--- config.mk ---
export PLATFORM = sky130hd
export DESIGN_NAME = hba_arbiter_flat
export DESIGN_NICKNAME = d
export VERILOG_FILES = /design/src/rtl/hba_arbiter_if.sv /design/src/rtl/hba_arbiter.sv /design/src/flat_wrapper.sv
export SDC_FILE = /design/constraint.sdc
export NUM_CORES = 1
export LEC_CHECK = 0
export ABC_AREA = 0
export BUFFER_PORTS_ARGS = -buffer_cell sky130_fd_sc_hd__buf_2
export CAP_MARGIN = 0
export CORE_ASPECT_RATIO = 0.9
export CORE_MARGIN = 5
export CORE_UTILIZATION = 37
export CTS_BUF_LIST = sky130_fd_sc_hd__clkbuf_2
export DETAILED_ROUTE_END_ITERATION = 7
export HOLD_SLACK_MARGIN = 0.05
export PLACE_DENSITY = 0.85
export SLEW_MARGIN = 20
export SYNTH_ARGS = -nofsm -noshare
export SYNTH_HDL_FRONTEND = slang
export SYNTH_SLANG_ARGS = --single-unit
--- constraint.sdc ---
create_clock -name hba_clk -period 1.55 [get_ports hba_clk]
set_input_delay 0.155 -clock hba_clk [delete_from_list [all_inputs] [get_ports hba_clk]]
set_output_delay 0.155 -clock hba_clk [all_outputs]
set_load 0.03 [all_outputs]
--- src/rtl/hba_arbiter_if.sv ---
// HBA arbiter bus bundle: per-master request/bus inputs, shared bus outputs,
// grant vector and watchdog pulse. The arbiter uses the slave modport, the
// masters (or a test environment) use the master modport.
interface hba_arbiter_if #(
  parameter int NUM_MASTERS = 2,
  parameter int ADDR_WIDTH  = 12,
  parameter int DBUS_WIDTH  = 8
);
  logic [NUM_MASTERS-1:0]            master_request;
  logic [NUM_MASTERS*ADDR_WIDTH-1:0] master_abus;
  logic [NUM_MASTERS-1:0]            master_rnw;
  logic [NUM_MASTERS-1:0]            master_select;
  logic [NUM_MASTERS*DBUS_WIDTH-1:0] master_dbus;
  logic                              hba_xferack;
  logic [NUM_MASTERS-1:0]            hba_mgrant;
  logic [ADDR_WIDTH-1:0]             hba_abus;
  logic                              hba_rnw;
  logic                              hba_select;
  logic [DBUS_WIDTH-1:0]             hba_dbus;
  logic                              arb_timeout;

  modport slave (
    input  master_request, master_abus, master_rnw, master_select, master_dbus,
    input  hba_xferack,
    output hba_mgrant, hba_abus, hba_rnw, hba_select, hba_dbus, arb_timeout
  );

  modport master (
    output master_request, master_abus, master_rnw, master_select, master_dbus,
    output hba_xferack,
    input  hba_mgrant, hba_abus, hba_rnw, hba_select, hba_dbus, arb_timeout
  );
endinterface

--- src/rtl/hba_arbiter.sv ---
// Round-robin arbiter and bus multiplexer for the shared HBA bus.
// Grants are registered and one-hot; ownership is held until the owner drops
// its request. A watchdog revokes the grant of a master whose transfer is
// never acknowledged and keeps it out until it drops its request.
module hba_arbiter #(
  parameter int NUM_MASTERS    = 2,
  parameter int ADDR_WIDTH     = 12,
  parameter int DBUS_WIDTH     = 8,
  parameter int TIMEOUT_CYCLES = 255
) (
  input  logic          hba_clk,
  input  logic          hba_reset,
  hba_arbiter_if.slave  bus
);

  localparam int IDX_W = $clog2(NUM_MASTERS);
  localparam int WD_W  = $clog2(TIMEOUT_CYCLES + 1);
  localparam logic [IDX_W-1:0] IDX_MAX = IDX_W'(NUM_MASTERS - 1);
  localparam logic [WD_W-1:0]  WD_LAST = WD_W'(TIMEOUT_CYCLES - 1);

  typedef enum logic {
    ST_IDLE  = 1'b0,
    ST_OWNED = 1'b1
  } state_t;

  // Index to one-hot conversion for grant and block masks.
  function automatic logic [NUM_MASTERS-1:0] onehot(input logic [IDX_W-1:0] idx);
    onehot = NUM_MASTERS'(1) << idx;
  endfunction

  state_t                  r_state, w_state_nxt;
  logic [IDX_W-1:0]        r_owner, w_owner_nxt;
  logic [IDX_W-1:0]        r_last, w_last_nxt;
  logic [NUM_MASTERS-1:0]  r_grant, w_grant_nxt;
  logic [NUM_MASTERS-1:0]  r_blocked, w_blocked_nxt, w_block_set;
  logic [WD_W-1:0]         r_wd, w_wd_nxt;
  logic                    r_timeout, w_timeout_nxt;

  logic [NUM_MASTERS-1:0]  w_eligible;
  logic [IDX_W-1:0]        w_winner, w_scan;
  logic                    w_found, w_hit;
  logic                    w_stall, w_expire, w_owner_req;

  logic [ADDR_WIDTH-1:0]   w_abus;
  logic [DBUS_WIDTH-1:0]   w_dbus;
  logic                    w_rnw, w_select;

  assign w_eligible  = bus.master_request & ~r_blocked;
  assign w_owner_req = bus.master_request[r_owner];
  assign w_stall     = (r_state == ST_OWNED) & w_select & ~bus.hba_xferack;
  assign w_expire    = w_stall & (r_wd == WD_LAST);

  // Round-robin search: first eligible index after the last owner, wrapping.
  always_comb begin
    w_winner = r_last;
    w_found  = 1'b0;
    w_scan   = r_last;
    w_hit    = 1'b0;
    for (int k = 0; k < NUM_MASTERS; k++) begin
      w_scan   = (w_scan == IDX_MAX) ? {IDX_W{1'b0}} : w_scan + 1'b1;
      w_hit    = ~w_found & w_eligible[w_scan];
      w_winner = w_hit ? w_scan : w_winner;
      w_found  = w_found | w_hit;
    end
  end

  // Shared bus: AND-OR of every master's signals gated by its grant bit.
  always_comb begin
    w_abus   = {ADDR_WIDTH{1'b0}};
    w_dbus   = {DBUS_WIDTH{1'b0}};
    w_rnw    = 1'b0;
    w_select = 1'b0;
    for (int i = 0; i < NUM_MASTERS; i++) begin
      w_abus   = w_abus | (bus.master_abus[i*ADDR_WIDTH +: ADDR_WIDTH] & {ADDR_WIDTH{r_grant[i]}});
      w_dbus   = w_dbus | (bus.master_dbus[i*DBUS_WIDTH +: DBUS_WIDTH] & {DBUS_WIDTH{r_grant[i]}});
      w_rnw    = w_rnw    | (bus.master_rnw[i]    & r_grant[i]);
      w_select = w_select | (bus.master_select[i] & r_grant[i]);
    end
  end

  // Next-state and next-grant decision for the ownership FSM and watchdog.
  always_comb begin
    w_state_nxt   = r_state;
    w_owner_nxt   = r_owner;
    w_last_nxt    = r_last;
    w_grant_nxt   = r_grant;
    w_block_set   = {NUM_MASTERS{1'b0}};
    w_timeout_nxt = 1'b0;
    case (r_state)
      ST_IDLE: begin
        if (w_found) begin
          w_state_nxt = ST_OWNED;
          w_owner_nxt = w_winner;
          w_last_nxt  = w_winner;
          w_grant_nxt = onehot(w_winner);
        end else begin
          w_state_nxt = ST_IDLE;
          w_grant_nxt = {NUM_MASTERS{1'b0}};
        end
      end
      ST_OWNED: begin
        if (w_expire) begin
          // Revoke without handing off; the stalled master is locked out.
          w_state_nxt   = ST_IDLE;
          w_grant_nxt   = {NUM_MASTERS{1'b0}};
          w_block_set   = onehot(r_owner);
          w_timeout_nxt = 1'b1;
        end else if (!w_owner_req) begin
          // Releasing owner is ineligible here because its request is low.
          if (w_found) begin
            w_owner_nxt = w_winner;
            w_last_nxt  = w_winner;
            w_grant_nxt = onehot(w_winner);
          end else begin
            w_state_nxt = ST_IDLE;
            w_grant_nxt = {NUM_MASTERS{1'b0}};
          end
        end else begin
          w_grant_nxt = onehot(r_owner);
        end
      end
      default: begin
        w_state_nxt = ST_IDLE;
        w_grant_nxt = {NUM_MASTERS{1'b0}};
      end
    endcase
    w_blocked_nxt = (r_blocked | w_block_set) & bus.master_request;
    w_wd_nxt      = w_stall ? r_wd + 1'b1 : {WD_W{1'b0}};
  end

  // State, grant, round-robin pointer, lockout and watchdog registers.
  always_ff @(posedge hba_clk or negedge hba_reset) begin
    if (!hba_reset) begin
      r_state   <= ST_IDLE;
      r_owner   <= {IDX_W{1'b0}};
      r_last    <= IDX_MAX;
      r_grant   <= {NUM_MASTERS{1'b0}};
      r_blocked <= {NUM_MASTERS{1'b0}};
      r_wd      <= {WD_W{1'b0}};
      r_timeout <= 1'b0;
    end else begin
      r_state   <= w_state_nxt;
      r_owner   <= w_owner_nxt;
      r_last    <= w_last_nxt;
      r_grant   <= w_grant_nxt;
      r_blocked <= w_blocked_nxt;
      r_wd      <= w_wd_nxt;
      r_timeout <= w_timeout_nxt;
    end
  end

  assign bus.hba_mgrant  = r_grant;
  assign bus.hba_abus    = w_abus;
  assign bus.hba_dbus    = w_dbus;
  assign bus.hba_rnw     = w_rnw;
  assign bus.hba_select  = w_select;
  assign bus.arb_timeout = r_timeout;

endmodule
--- src/flat_wrapper.sv ---
// flat-port wrapper written by rule: the top's interface ports become plain ports
module hba_arbiter_flat 
#(
  parameter int NUM_MASTERS    = 2,
  parameter int ADDR_WIDTH     = 12,
  parameter int DBUS_WIDTH     = 8,
  parameter int TIMEOUT_CYCLES = 255
)
  (hba_clk, hba_reset, bus_master_request, bus_master_abus, bus_master_rnw, bus_master_select, bus_master_dbus, bus_hba_xferack, bus_hba_mgrant, bus_hba_abus, bus_hba_rnw, bus_hba_select, bus_hba_dbus, bus_arb_timeout);
  hba_arbiter_if #(.NUM_MASTERS(NUM_MASTERS), .ADDR_WIDTH(ADDR_WIDTH), .DBUS_WIDTH(DBUS_WIDTH)) bus_i ();
  input  logic hba_clk;
  input  logic hba_reset;
  input wire logic [$bits(bus_i.master_request)-1:0] bus_master_request;
  input wire logic [$bits(bus_i.master_abus)-1:0] bus_master_abus;
  input wire logic [$bits(bus_i.master_rnw)-1:0] bus_master_rnw;
  input wire logic [$bits(bus_i.master_select)-1:0] bus_master_select;
  input wire logic [$bits(bus_i.master_dbus)-1:0] bus_master_dbus;
  input wire logic [$bits(bus_i.hba_xferack)-1:0] bus_hba_xferack;
  output wire logic [$bits(bus_i.hba_mgrant)-1:0] bus_hba_mgrant;
  output wire logic [$bits(bus_i.hba_abus)-1:0] bus_hba_abus;
  output wire logic [$bits(bus_i.hba_rnw)-1:0] bus_hba_rnw;
  output wire logic [$bits(bus_i.hba_select)-1:0] bus_hba_select;
  output wire logic [$bits(bus_i.hba_dbus)-1:0] bus_hba_dbus;
  output wire logic [$bits(bus_i.arb_timeout)-1:0] bus_arb_timeout;
  assign bus_i.master_request = bus_master_request;
  assign bus_i.master_abus = bus_master_abus;
  assign bus_i.master_rnw = bus_master_rnw;
  assign bus_i.master_select = bus_master_select;
  assign bus_i.master_dbus = bus_master_dbus;
  assign bus_i.hba_xferack = bus_hba_xferack;
  assign bus_hba_mgrant = bus_i.hba_mgrant;
  assign bus_hba_abus = bus_i.hba_abus;
  assign bus_hba_rnw = bus_i.hba_rnw;
  assign bus_hba_select = bus_i.hba_select;
  assign bus_hba_dbus = bus_i.hba_dbus;
  assign bus_arb_timeout = bus_i.arb_timeout;
  hba_arbiter #(.NUM_MASTERS(NUM_MASTERS), .ADDR_WIDTH(ADDR_WIDTH), .DBUS_WIDTH(DBUS_WIDTH), .TIMEOUT_CYCLES(TIMEOUT_CYCLES)) u_core (.hba_clk(hba_clk), .hba_reset(hba_reset), .bus(bus_i));
endmodule
* Word-level counts from Yosys, hierarchy flattened
Index checks and enable logic that the tools add are counted.
** Operators by class
- $add $sub $neg :: 3
- Shift operators :: 2
- Bitwise gates (word level) :: 24
- Magnitude comparators :: 3
- Muxes and demuxes :: 31
- Equal/unequal tests :: 3
- Reduce and logical (&&, ||, !) cells :: 1
** Operators with widths (count)
- bitwise AND 12 bit :: 2
- two-way mux 1 bit :: 21
- bitwise AND 8 bit :: 2
- bitwise OR 12 bit :: 1
- two-way mux 2 bit :: 5
- adder 8 x 1 -> 8 bit, second input constant :: 1
- bitwise AND 1 bit :: 8
- equality test 8 bit, second input constant :: 1
- two-way mux 8 bit :: 1
- bitwise OR 8 bit :: 1
- less-than comparator 1 x 2 -> 1 bit, second input constant :: 3
- one-hot mux 1 bit (2 select lines) :: 3
- bitwise AND 2 bit :: 2
- != test 2 bit, second input constant :: 2
- one-hot mux 2 bit (2 select lines) :: 1
- left shift 1 x 1 -> 2 bit, first input constant :: 2
- inverter 1 bit :: 3
- bitwise OR 1 bit :: 3
- adder 1 bit, second input constant :: 2
- inverter 2 bit :: 1
- bitwise OR 2 bit :: 1
- AND reduction 2 bit :: 1
** Word-level totals
- Output and inout port bits :: 25
- Flip-flop bits (word level) :: 16
- Input port bits :: 49
- Logic and storage cells :: 74

* Longest topological paths before layout
- Depth in word-level cells :: 13
- Gate-level depth with buffers :: 6
- Gate-level depth less buffers :: 6

* Worst setup path after synthesis
No wires, ideal clock.
- Path kind :: flip-flop to flip-flop
- From :: reg u_core.r_grant[0] (netlist: u_core.bus.hba_mgrant[0])
- To :: reg u_core.r_owner
- Path slack :: -332 ps
- Data required time :: 1425 ps
- Arrival :: 1757 ps
- Stages on the path, launching flop included :: 5
- Buffers on the path :: 0
- Period minus slack after synthesis :: 1882 ps
- Setup time :: 125 ps
- Cells stage by stage :: dfrtp_1 > a22o_1 > nor4b_4 > a21o_4 > mux2_4
** Between the ends
- Cells in the longest elaborated chain, start to end :: 7
** Ends and longest elaborated chain
- from (decl) :: line hba_arbiter.sv:34 : logic [NUM_MASTERS-1:0] r_grant, w_grant_nxt;
- from (signal assigned) :: line hba_arbiter.sv:137 : r_grant <= {NUM_MASTERS{1'b0}};
- from (signal assigned) :: line hba_arbiter.sv:145 : r_grant <= w_grant_nxt;
- bitwise AND 1 bit :: line hba_arbiter.sv:77 : w_select = w_select | (bus.master_select[i] & r_grant[i]);
- bitwise OR 1 bit :: line hba_arbiter.sv:77
- named net bus_hba_select :: line flat_wrapper.sv:22 : output wire logic [$bits(bus_i.hba_select)-1:0] bus_hba_select;
- bitwise AND 1 bit (2 in a row) :: line hba_arbiter.sv:50 : assign w_stall = (r_state == ST_OWNED) & w_select & ~bus.hba_xferack;
- bitwise AND 1 bit :: line hba_arbiter.sv:51 : assign w_expire = w_stall & (r_wd == WD_LAST);
- != test 2 bit (no source line)
- AND reduction 2 bit (no source line)
- to (signal assigned) :: line hba_arbiter.sv:135 : r_owner <= {IDX_W{1'b0}};
- to (signal assigned) :: line hba_arbiter.sv:143 : r_owner <= w_owner_nxt;
- to (decl) :: line hba_arbiter.sv:32 : logic [IDX_W-1:0] r_owner, w_owner_nxt;
The timed path passes the listed nets, and every way through them passes these cells.
A chain may end at the register's enable or synchronous reset.

* Worst setup path in the final report
- From :: reg u_core.r_wd[0]
- To :: reg u_core.r_owner
** Between the ends
- Cells in the longest elaborated chain, start to end :: 4
** Ends and longest elaborated chain
- from (decl) :: line hba_arbiter.sv:36 : logic [WD_W-1:0] r_wd, w_wd_nxt;
- from (signal assigned) :: line hba_arbiter.sv:139 : r_wd <= {WD_W{1'b0}};
- from (signal assigned) :: line hba_arbiter.sv:147 : r_wd <= w_wd_nxt;
- equality test 8 bit :: line hba_arbiter.sv:51
- bitwise AND 1 bit :: line hba_arbiter.sv:51
- != test 2 bit (no source line)
- AND reduction 2 bit (no source line)
No other way between the ends.

==> metrics.md <==
| Metric | Value |
|---|---|
| Switching Fraction | 49.2% |
| Power Density | 1430 nW/um^2 |
| Actual transition at the worst max-transition pin | 0.347 ns |
| Horizontal die dimension | 64.6 um |
| Worst setup timing slack at the placement stage | 0.0173 ns |
| Ranking of synthesized cells by instance count | sky130_fd_sc_hd__a22o_1 (22), sky130_fd_sc_hd__dfrtp_1 (15), sky130_fd_sc_hd__nor2_1 (9) |
| Number of global-route vias before repair | 1105 |
| Worst Setup EP | u_core.r_owner$_DFFE_PN0P_ |
| Distinct cell type count of the synthesized netlist | 30 |
| Grt total ovfl | 0 |
| Clk Latency, worst-skew pair | 0.31 ns |
| Average wire length per cell after detail routing | 16.6 um |
| Critical Path, Cell by Cell | inv_1, ha_1, nand3_2, nor4b_4, a21o_4, mux2_4 |
| Total instance count after detailed placement | 197 |
| Weighted congestion reported at the end of routability-driven placement | 0.851 |
| Aggregate global-route resource usage | 17.3% |
| Comb power frac | 64.2% |
| Cell Count, Final, Fillers Out | 203 |
| Core footprint | 2510 um^2 |
| Mux contribution to synthesized area | 4.16% |
| Pwr Total | 2.11 mW |
| Nets@finish | 227 |
| Maximum root-to-sink buffer count | 2 |
| Number of H-tree levels | 1 |
| Xor and xnor area share after synthesis | 3.53% |
| First-pass GRT wire length | 5.10 mm |
| Combined buffer and inverter count along the critical path | 1 |
| Flip-flop and latch count after synthesis | 16 |
| Layout overhead on the synthesized area | 48.4% |
| HPWL after detailed placement | 2.74 mm |
| Kind of capture point of the worst setup path | flop |
| Unrepaired setup endpoints after global routing | yes |
| Ranking of synthesized cells by area | sky130_fd_sc_hd__dfrtp_1 (38%), sky130_fd_sc_hd__a22o_1 (19%), sky130_fd_sc_hd__nor2_1 (3.4%) |
| Clock-pin slew on the worst setup and hold paths | 0.16 ns |
| Die height | 59.1 um |
| Final critical path time including I/O delays and setup | 1.53 ns |
| Total CTS buffers | 3 |
| I/O Buffers | 73 |
| Number of endpoints with negative hold slack in the final report | 0 |
| Effective utilization at floorplan | 39.5% |
| Type of origin of the critical path | flop |
| Dominant combinational cell family by area after synthesis | compound AO/OA/AOI/OAI gates |
| Dpl cell area | 1420 um^2 |
| R2R setup slack | 0.02 ns |
| Area share of the leading cell type in the synthesized netlist | 37.8% |
| Utilization of the core after routing | 58.7% |
| Initial drt markers | 67 |
| I/O pin count | 74 |
| Clock tree from TritonCTS | built |
| Count of TritonRoute iterations in the first routing pass | 4 |
| Leak | 0.800 nW |
| Flip-flop cell with the highest count after synthesis | sky130_fd_sc_hd__dfrtp_1 |
| Detailed-route vias per instance | 5.47 |
| Die area | 3820 um^2 |
| Fraction of synthesis flops using an asynchronous set or reset pin | 100% |
| Worst-case clock skew | 0.0102 ns |
| Number of clock sinks seen by CTS | 16 |
| CTS Root Cell | sky130_fd_sc_hd__clkbuf_2 |
| Via total after detailed routing | 1111 |
| Synth Area in Compound Gates | 28.4% |
| Reg2Reg Depth | 6 |
| Internal portion of total power | 1.07 mW |
| Register share of total power | 26.5% |
| Adder-cell share of the synthesized area | 2.52% |
| Routed Wire Length | 3.38 mm |
| Number of cell rows | 17 |
| Critical path data arrival time | 1.75 ns |
| Class of the most critical hold timing path | in2reg |
| Peak Freq | 654 MHz |
| Most frequent cell after synthesis | sky130_fd_sc_hd__a22o_1 |
| Post-synthesis average cell area | 10.2 um^2 |
| Outcome | finished, final reports clean |
| Total count of max-transition violations in the final report | 0 |
| Power spent charging and discharging nets | 1.04 mW |
| DRC violation count after routing | 0 |
| Source of the worst register-to-register timing path | u_core.r_wd[0]$_DFF_PN0_ |
| Post-layout instance area | 1470 um^2 |
| Detail Route Antenna Nets | 0 |
| Pin count of the biggest net entering global routing | 23 |
| Count of flip-flops with a built-in enable after synthesis | 0 |
| Share of layout cells above drive strength 1 | 53.1% |
| Worst Path Required | 1.77 ns |
| Part of the cycle the worst path needs | 98.6% |
| Antenna violations before repair | 0 |
| CP Launch Point | u_core.r_wd[0]$_DFF_PN0_ |
| Class of the most critical setup path | reg2reg |
| Synthesized netlist cell count | 97 |
| Stage delay of the slowest cell on the critical path | 0.41 ns |
| Total nets after synthesis | 148 |
| Register area share after synthesis | 40.5% |
| Crit-path max FO | 2 |
| Crit-path leading delay family | flip-flops |
| Master of the slowest instance on the critical path | sky130_fd_sc_hd__dfrtp_1 |
| # setup viols final | 0 |
| Critical path depth in cells | 6 |
| Number of antenna diodes | 0 |
| MaxCap Viol Count | 0 |
| VDD IR-drop max | 0.652 mV |
| Largest area contributor in the netlist | sky130_fd_sc_hd__dfrtp_1 |
| Mapped cell area | 992 um^2 |
| Number of warning messages in the yosys log | 0 |
| Simple-gate share of the synthesized area | 18.3% |
| Headroom to the max-slew limit | 76.8% |
| Min setup slack post-route | 0.0217 ns |
| Capturing point of the worst reg2reg path | u_core.r_owner$_DFFE_PN0P_ |
| Clock power frac | 9.3% |
## state kept, by name, indices dropped and copies added, names as in the netlist
name and cells:
u_core.r_blocked 2, u_core.bus.arb_timeout 1, u_core.r_owner 1, u_core.r_last 1
u_core.r_state 1, u_core.r_wd 8, u_core.bus.hba_mgrant 2
## stage by stage
stage | hold WS, ns | TNS, ns
global route | 0.0797 | -0.0708
detailed placement | 0.0788 | 0
finish | 0.0884 | 0
floorplan | -0.141 | -0.0247
global placement | 0.0701 | 0
CTS | 0.0930 | 0
## what timing repair did
action | 4_1_cts | 5_1_grt
hold endpoints to repair | 16 | 0
resized for setup | 1 | 6
buffers inserted | 0 | 1
hold buffers | 1 | 0
setup endpoints to repair | 1 | 23
## worst reg2reg max path, delay by kind of cell, from the launching register on
family / cells / cell delay, ns
fa+ha+maj: 1 / 0.15
simple gates: 2 / 0.38
mux: 1 / 0.29
flops: 1 / 0.41
buf+inv: 1 / 0.06
compound gates: 1 / 0.15
## layout by cell type (no fill, tap or decap), types with 3 or more instances in the layout
| master | n |
|---|---|
| sky130_fd_sc_hd__buf_4 | 4 |
| sky130_fd_sc_hd__nand2b_1 | 3 |
| sky130_fd_sc_hd__nand3_1 | 3 |
| sky130_fd_sc_hd__buf_2 | 72 |
| sky130_fd_sc_hd__a21oi_1 | 5 |
| sky130_fd_sc_hd__clkbuf_2 | 3 |
| sky130_fd_sc_hd__xor2_1 | 3 |
| sky130_fd_sc_hd__dfrtp_1 | 13 |
| sky130_fd_sc_hd__a22o_1 | 21 |
| sky130_fd_sc_hd__nor2_1 | 9 |
## layout make-up
class | instances | area (um^2)
multi-input combinational | 74 | 581
tap | 28 | 35.0
sequential | 16 | 404
fill | 220 | 1040
timing repair buffer | 79 | 427
clock buffer | 3 | 15.0
clock inverter | 1 | 3.75
inverter | 2 | 7.51
## power groups by stage
stage,combinational (mW),sequential (mW),clock (mW)
final,1.35,0.559,0.197
after global routing,1.43,0.566,0.227
after CTS,1.32,0.552,0.195
after detailed placement,1.31,0.558,0
after global placement,1.28,0.548,0
after floorplan,0.882,0.595,0
## worst min path at each step
stage	from	endpoint	slack (ns)	cells after the start
after detailed placement	hba_reset	u_core.r_blocked[1]$_DFF_PN0_	0.08	1
after floorplan	hba_reset	u_core.bus.arb_timeout$_DFF_PN0_	-0.14	0
after global placement	hba_reset	u_core.r_blocked[1]$_DFF_PN0_	0.07	1
after global routing	bus_master_request[0]	u_core.r_blocked[0]$_DFF_PN0_	0.08	2
after CTS	bus_master_request[0]	u_core.r_blocked[0]$_DFF_PN0_	0.09	2
final	bus_master_request[0]	u_core.r_blocked[0]$_DFF_PN0_	0.09	2
## routing by layer
| layer | vias up | wire (um) | global-route usage [%] |
|---|---|---|---|
| met1 | 521 | 1220 | 17.6 |
| met3 | 7 | 349 | 4.36 |
| met5 | - | 0 | 0 |
| met2 | 62 | 1750 | 33.7 |
| met4 | 0 | 57 | 7.53 |
| li1 | 521 | - | - |
## kinds of logic after synthesis
family                     Yosys count
AOI/OAI and AO/OA                   35
xor gates and xnor gates             4
adders and majority gates            2
buffers and inverters                7
DFF                                 16
muxes                                3
and+or+nand+nor                     30
Power figures use the tool's default switching activity.
